$ cat config.mk
export PLATFORM = sky130hd
export DESIGN_NAME = vecmac_lane_feeder
export DESIGN_NICKNAME = d
export VERILOG_FILES = /design/src/rtl/vecmac_lane_feeder.sv
export SDC_FILE = /design/constraint.sdc
export NUM_CORES = 2
export LEC_CHECK = 0
export CORE_MARGIN = 5
export CORE_UTILIZATION = 30
export CTS_CLUSTER_SIZE = 12
export DETAILED_ROUTE_END_ITERATION = 12
export MAX_ROUTING_LAYER = met4
export PLACE_DENSITY = 0.47
export SETUP_SLACK_MARGIN = 0.05
export SLEW_MARGIN = 20
export SYNTH_ARGS = -nofsm -noshare
export SYNTH_HDL_FRONTEND = slang
export SYNTH_SLANG_ARGS = --single-unit
$ cat constraint.sdc
create_clock -name clk -period 5.6 [get_ports clk]
set_input_delay 0.56 -clock clk [delete_from_list [all_inputs] [get_ports clk]]
set_output_delay 0.56 -clock clk [all_outputs]
set_load 0.01 [all_outputs]
$ cat src/rtl/vecmac_lane_feeder.sv
// vecmac_lane_feeder: multiplies up to 16 unsigned int8 operand pairs per beat,
// reduces the active lanes to one partial sum and streams ceil(ELEMS/lanes)
// beats per vector toward the accumulator, flagging the final beat.
module vecmac_lane_feeder #(
  parameter int ELEMS  = 1000,
  parameter int MAXL   = 16,
  parameter int W_OUT  = 20,
  parameter int DATA_W = 8
) (
  input  logic                   clk,
  input  logic                   rst,
  input  logic                   start,
  input  logic [4:0]             lanes_i,
  input  logic                   in_valid,
  output logic                   in_ready,
  input  logic [MAXL*DATA_W-1:0] a_i,
  input  logic [MAXL*DATA_W-1:0] b_i,
  output logic                   ps_valid,
  output logic [W_OUT-1:0]       partial_sum,
  output logic                   ps_last,
  output logic                   done,
  output logic                   cfg_err
);

  localparam int PROD_W = 2 * DATA_W;
  localparam int CNT_W  = $clog2(ELEMS + MAXL);
  localparam logic [CNT_W-1:0] ELEMS_C = CNT_W'(ELEMS);

  typedef enum logic [1:0] {
    S_IDLE  = 2'd0,
    S_RUN   = 2'd1,
    S_DRAIN = 2'd2
  } state_t;

  state_t             state;
  state_t             state_nxt;
  logic [4:0]         lanes_q;
  logic [CNT_W-1:0]   elem_cnt;
  logic               lanes_ok;
  logic               accept;
  logic               last_beat;
  logic [MAXL-1:0]    lane_act;

  logic [PROD_W-1:0]  prod_p1 [MAXL];
  logic               vld_p1;
  logic               last_p1;
  logic [W_OUT-1:0]   sum_nxt;
  logic [W_OUT-1:0]   sum_p2;
  logic               vld_p2;
  logic               last_p2;

  // Masked lane product; an inactive lane contributes nothing to the sum.
  function automatic logic [PROD_W-1:0] lane_product(
    input logic [DATA_W-1:0] a,
    input logic [DATA_W-1:0] b,
    input logic              act
  );
    lane_product = act ? (PROD_W'(a) * PROD_W'(b)) : '0;
  endfunction

  // Only power-of-two lane counts up to MAXL are supported.
  always_comb begin
    lanes_ok = 1'b0;
    case (lanes_i)
      5'd1, 5'd2, 5'd4, 5'd8, 5'd16: lanes_ok = 1'b1;
      default:                        lanes_ok = 1'b0;
    endcase
  end

  // Lane k carries a real element only below the configured width and the vector end.
  always_comb begin
    for (int k = 0; k < MAXL; k++) begin
      lane_act[k] = (5'(k) < lanes_q) && ((elem_cnt + CNT_W'(k)) < ELEMS_C);
    end
  end

  assign last_beat = (elem_cnt + CNT_W'(lanes_q)) >= ELEMS_C;
  assign accept    = in_valid && in_ready;

  // Next-state and in_ready decode; in_ready depends on state only.
  always_comb begin
    state_nxt = state;
    in_ready  = 1'b0;
    case (state)
      S_IDLE: begin
        if (start) state_nxt = S_RUN;
      end
      S_RUN: begin
        in_ready = 1'b1;
        if (in_valid && last_beat) state_nxt = S_DRAIN;
      end
      S_DRAIN: begin
        if (vld_p2 && last_p2) state_nxt = S_IDLE;
      end
      default: state_nxt = S_IDLE;
    endcase
  end

  // State register, lane configuration, element counter and status pulses.
  always_ff @(posedge clk) begin
    if (rst) begin
      state    <= S_IDLE;
      lanes_q  <= 5'd1;
      elem_cnt <= '0;
      cfg_err  <= 1'b0;
      done     <= 1'b0;
    end else begin
      state   <= state_nxt;
      cfg_err <= 1'b0;
      done    <= (state == S_DRAIN) && vld_p2 && last_p2;
      if ((state == S_IDLE) && start) begin
        lanes_q  <= lanes_ok ? lanes_i : 5'd1;
        cfg_err  <= ~lanes_ok;
        elem_cnt <= '0;
      end else if (accept) begin
        elem_cnt <= elem_cnt + CNT_W'(lanes_q);
      end
    end
  end

  // ---- stage p1: masked lane products ----
  // Product registers are pure data and carry no reset.
  always_ff @(posedge clk) begin
    for (int k = 0; k < MAXL; k++) begin
      prod_p1[k] <= lane_product(a_i[k*DATA_W +: DATA_W], b_i[k*DATA_W +: DATA_W], lane_act[k]);
    end
  end

  // Stage p1 valid/last follow the accepted beat.
  always_ff @(posedge clk) begin
    if (rst) begin
      vld_p1  <= 1'b0;
      last_p1 <= 1'b0;
    end else begin
      vld_p1  <= accept;
      last_p1 <= accept && last_beat;
    end
  end

  // Adder tree over all lanes; masked lanes are already zero.
  always_comb begin
    sum_nxt = '0;
    for (int k = 0; k < MAXL; k++) begin
      sum_nxt = sum_nxt + W_OUT'(prod_p1[k]);
    end
  end

  // ---- stage p2: reduced partial sum ----
  // The sum is an output and must read zero out of reset.
  always_ff @(posedge clk) begin
    if (rst) begin
      vld_p2  <= 1'b0;
      last_p2 <= 1'b0;
      sum_p2  <= '0;
    end else begin
      vld_p2  <= vld_p1;
      last_p2 <= vld_p1 && last_p1;
      sum_p2  <= sum_nxt;
    end
  end

  assign ps_valid    = vld_p2;
  assign partial_sum = sum_p2;
  assign ps_last     = last_p2;

endmodule

==> summary.md <==
| Metric | Value |
|---|---|
| Slew Limit Headroom | 0.312 |
| Util after Layout | 0.352 |
| Total Routing Usage GR | 0.170 |
| Largest area contributor in the netlist | fa_1 |
| IO Pins | 290 |
| Worst EP required | 6.04 ns |
| Post-synthesis xor/xnor area fraction | 0.0261 |
| Post-Synthesis Cells | 5452 |
| Final Hold Viols | 0 |
| Final HPWL DP | 122 mm |
| Vias | 36748 |
| Top cells by area, synth | fa_1 33%, ha_1 16%, dfxtp_1 12% |
| Min-Delay Path Class | reg2reg |
| Post-Syn Area per Cell | 8.92 um^2 |
| Chip width | 413 um |
| Final setup vio count | 0 |
| Die H | 413 um |
| Peak VDD IR | 0.801 mV |
| Mux share of post-synthesis cell area | 0.00193 |
| Share of cells above drive strength 1 | 0.0540 |
| Setup crit end kind | flop |
| Simple-Gate Fraction of Synth Area | 0.180 |
| Ys Warns | 0 |
| Row count | 147 |
| Final Routed Wirelength | 139 mm |
| Most Frequent Cell on Critical Path | fa_1 |
| DRT antenna net count | 0 |
| Max-cap viol count | 0 |
| Combinational family with the most area after synthesis | adder cells |
| Post-Synth Adder-Cell Area | 0.487 |
| Synth Area in Compound Gates | 0.0850 |
| Syn Nets | 7131 |
| Vias per cell | 4.54 |
| # fillers | 16672 |
| RD Place Congestion | 0.869 |
| Setup_tns | 0 ns |
| Initial Utilization | 0.302 |
| Die area | 170000 um^2 |
| Drt wl/cell | 17.1 um |
| Worst Tran Pin Value | 1.03 ns |
| First-pass GRT wire length | 222 mm |
| Worst path arrival time | 5.85 ns |
| I/O Buffers | 289 |
| Overflow after GRT | 0 |
| Top-area cell type share of the netlist area | 0.328 |
| Leading cell type in the layout, fill and taps excluded | inv_1 |
| CTS sink cnt | 299 |
| Nets | 7582 |
| Clock Latency Late Sink | 0.57 ns |
| Largest net degree at the start of global routing | 33 |
| Pwr Density | 369 nW/um^2 |
| Inserted Clock Buffers | 37 |
| Vias in the first global route | 39121 |
| Async SR Flop Fraction | 0 |
| Max-slew violation count | 0 |
| Initial antenna violation count | 9 |
| Setup CP Type | reg2reg |
| Most frequent cells in the layout | 1154 x inv_1, 794 x fa_1, 612 x ha_1, 572 x and2_1, 557 x nand2_1 |
| Worst Path Max Fanout | 2 |
| Root Driver | clkbuf_16 |
| Mapped Area | 48600 um^2 |
| Area delta synth->final | 16.3% |
| Slowest-stage cell, CP | fa_2 |
| Synth unique cells | 94 |
| Static Leak | 27.5 nW |
| DRC Markers | 0 |
| Crit path launch type | flop |
| Post-synthesis sequential area ratio | 0.123 |
| Core area | 161000 um^2 |
| Clock transition at path regs | 0.06 ns |
| Skew final | 0.0411 ns |
| Most common flop cell mapped by yosys | dfxtp_1 |
| Peak Freq | 185 MHz |
| First-pass detailed-route iteration total | 6 |
| Crit path largest cell delay | 0.59 ns |
| CP cell instances | inv_2 > fa_1 > inv_2 > fa_2 > fa_1 > fa_1 > fa_1 > inv_1 > fa_1 > inv_2 > ha_4 > buf_6 > a211oi_4 > o21ai_2 > a311o_1 > a211o_1 > a21oi_2 > mux2_4 |
| Status | completed |
| Number of enable flip-flop cells after synthesis | 0 |
| Yosys reg bits | 299 |
| DRT iter0 DRCs | 2006 |
| H-tree depth | 2 |
| CTS tree | built |
| Maximum clock path buffer count | 3 |
| Crit path time final | 5.42 ns |
| Final period util | 0.967 |
| Unrepaired setup endpoints after global routing | yes |
## report_power, final
part | switching, mW | total (mW) | internal [mW]
Combinational | 9.04 | 15.9 | 6.86
Clock | 1.02 | 2.35 | 1.34
Sequential | 0.187 | 2.63 | 2.44
Total | 10.2 | 20.9 | 10.6
## stage by stage
stage | hold slack, ns | cells | cell area (um^2) | power (mW) | worst slack (ns)
2_1_floorplan | 0.406 | 5452 | 48600 | 14.0 | 0.0809
3_5_place_dp | 0.412 | 8022 | 55300 | 18.3 | -0.0641
6_report | 0.445 | 8091 | 56600 | 20.9 | 0.185
3_3_place_gp | 0.412 | 8022 | 55300 | 18.3 | -0.0875
4_1_cts | 0.444 | 8086 | 56500 | 20.9 | 0.0501
5_1_grt | 0.471 | 8091 | 56600 | 23.4 | 0.0200
## state kept, by name, indices dropped and copies added (netlist names)
signal,flops
prod_p1,256
partial_sum,20
elem_cnt,10
lanes_q,5
state,2
cfg_err,1
done,1
last_p1,1
ps_last,1
ps_valid,1
vld_p1,1
## repair_timing
action                                  in CTS  in global routing
pin swaps                                    5                 13
buffers inserted                             1                  1
endpoints found under the setup margin       2                  5
hold buffers                                 0                  0
resized for setup                            4                 24
cloned                                       0                  0
## worst max-delay path: cells and delay by family, from the launching register on
family / cells / cell delay, ns
adders and majority gates: 7 / 3.22
AOI/OAI and AO/OA: 5 / 1.16
DFF: 1 / 0.32
buffers and inverters: 5 / 0.31
muxes: 1 / 0.31
## Yosys cell counts, drive strengths merged (11+ instances only)
cell / instances
and2: 572
o21a: 75
nand2b: 38
or3: 15
inv: 1161
o211ai: 19
a21boi: 11
xor2: 76
a211oi: 46
o21ai: 135
a2111oi: 12
nor2: 327
buf: 41
nand2: 558
o31a: 13
dfxtp: 299
nor2b: 46
clkbuf: 22
nor4: 13
ha: 617
xnor2: 69
fa: 797
nor3: 82
nand3: 27
a21oi: 126
nor3b: 15
a31oi: 31
or2: 14
a21o: 31
and3: 13
## cell type report
class	instances	area [um^2]	area share
multi-input cells	3928	38000	0.672
flip-flops and latches	299	5990	0.106
inverters	1162	4360	0.0771
repair buffers	475	4290	0.0759
well taps	2160	2700	0.0478
clock buffers	45	996	0.0176
clock inverters	18	191	0.00338
diodes	4	10.0	0.000177
## cells by family (layout without fill, tap and decap cells)
family          count (synthesis)  after routing
flops                         299            299
mux                             9              9
fa+ha+maj                    1415           1415
simple gates                 1757           1757
other cells                     0              4
buf+inv                      1225           1700
compound gates                602            602
xor+xnor                      145            145
## layer usage
| layer | up-vias | global-route usage | wire (um) | share of wire |
|---|---|---|---|---|
| met2 | 542 | 0.290 | 68000 | 0.49 |
| met5 | - | - | 0 | 0 |
| li1 | 17912 | - | - | - |
| met3 | 84 | 0.0116 | 3740 | 0.027 |
| met4 | 0 | 0.0246 | 1980 | 0.014 |
| met1 | 18210 | 0.227 | 64900 | 0.47 |
## worst paths after layout
path / endpoint / cells after the start / slack [ns] / start
worst max-delay path: partial_sum[19] / 18 / 0.18 / prod_p1[1][2]
worst min-delay path: ps_last / 1 / 0.44 / last_p1
worst max register to register: partial_sum[19] / 18 / 0.18 / prod_p1[1][2]
worst min register to register: ps_last / 1 / 0.44 / last_p1
Note: power is estimated with default switching activity, not from simulation.
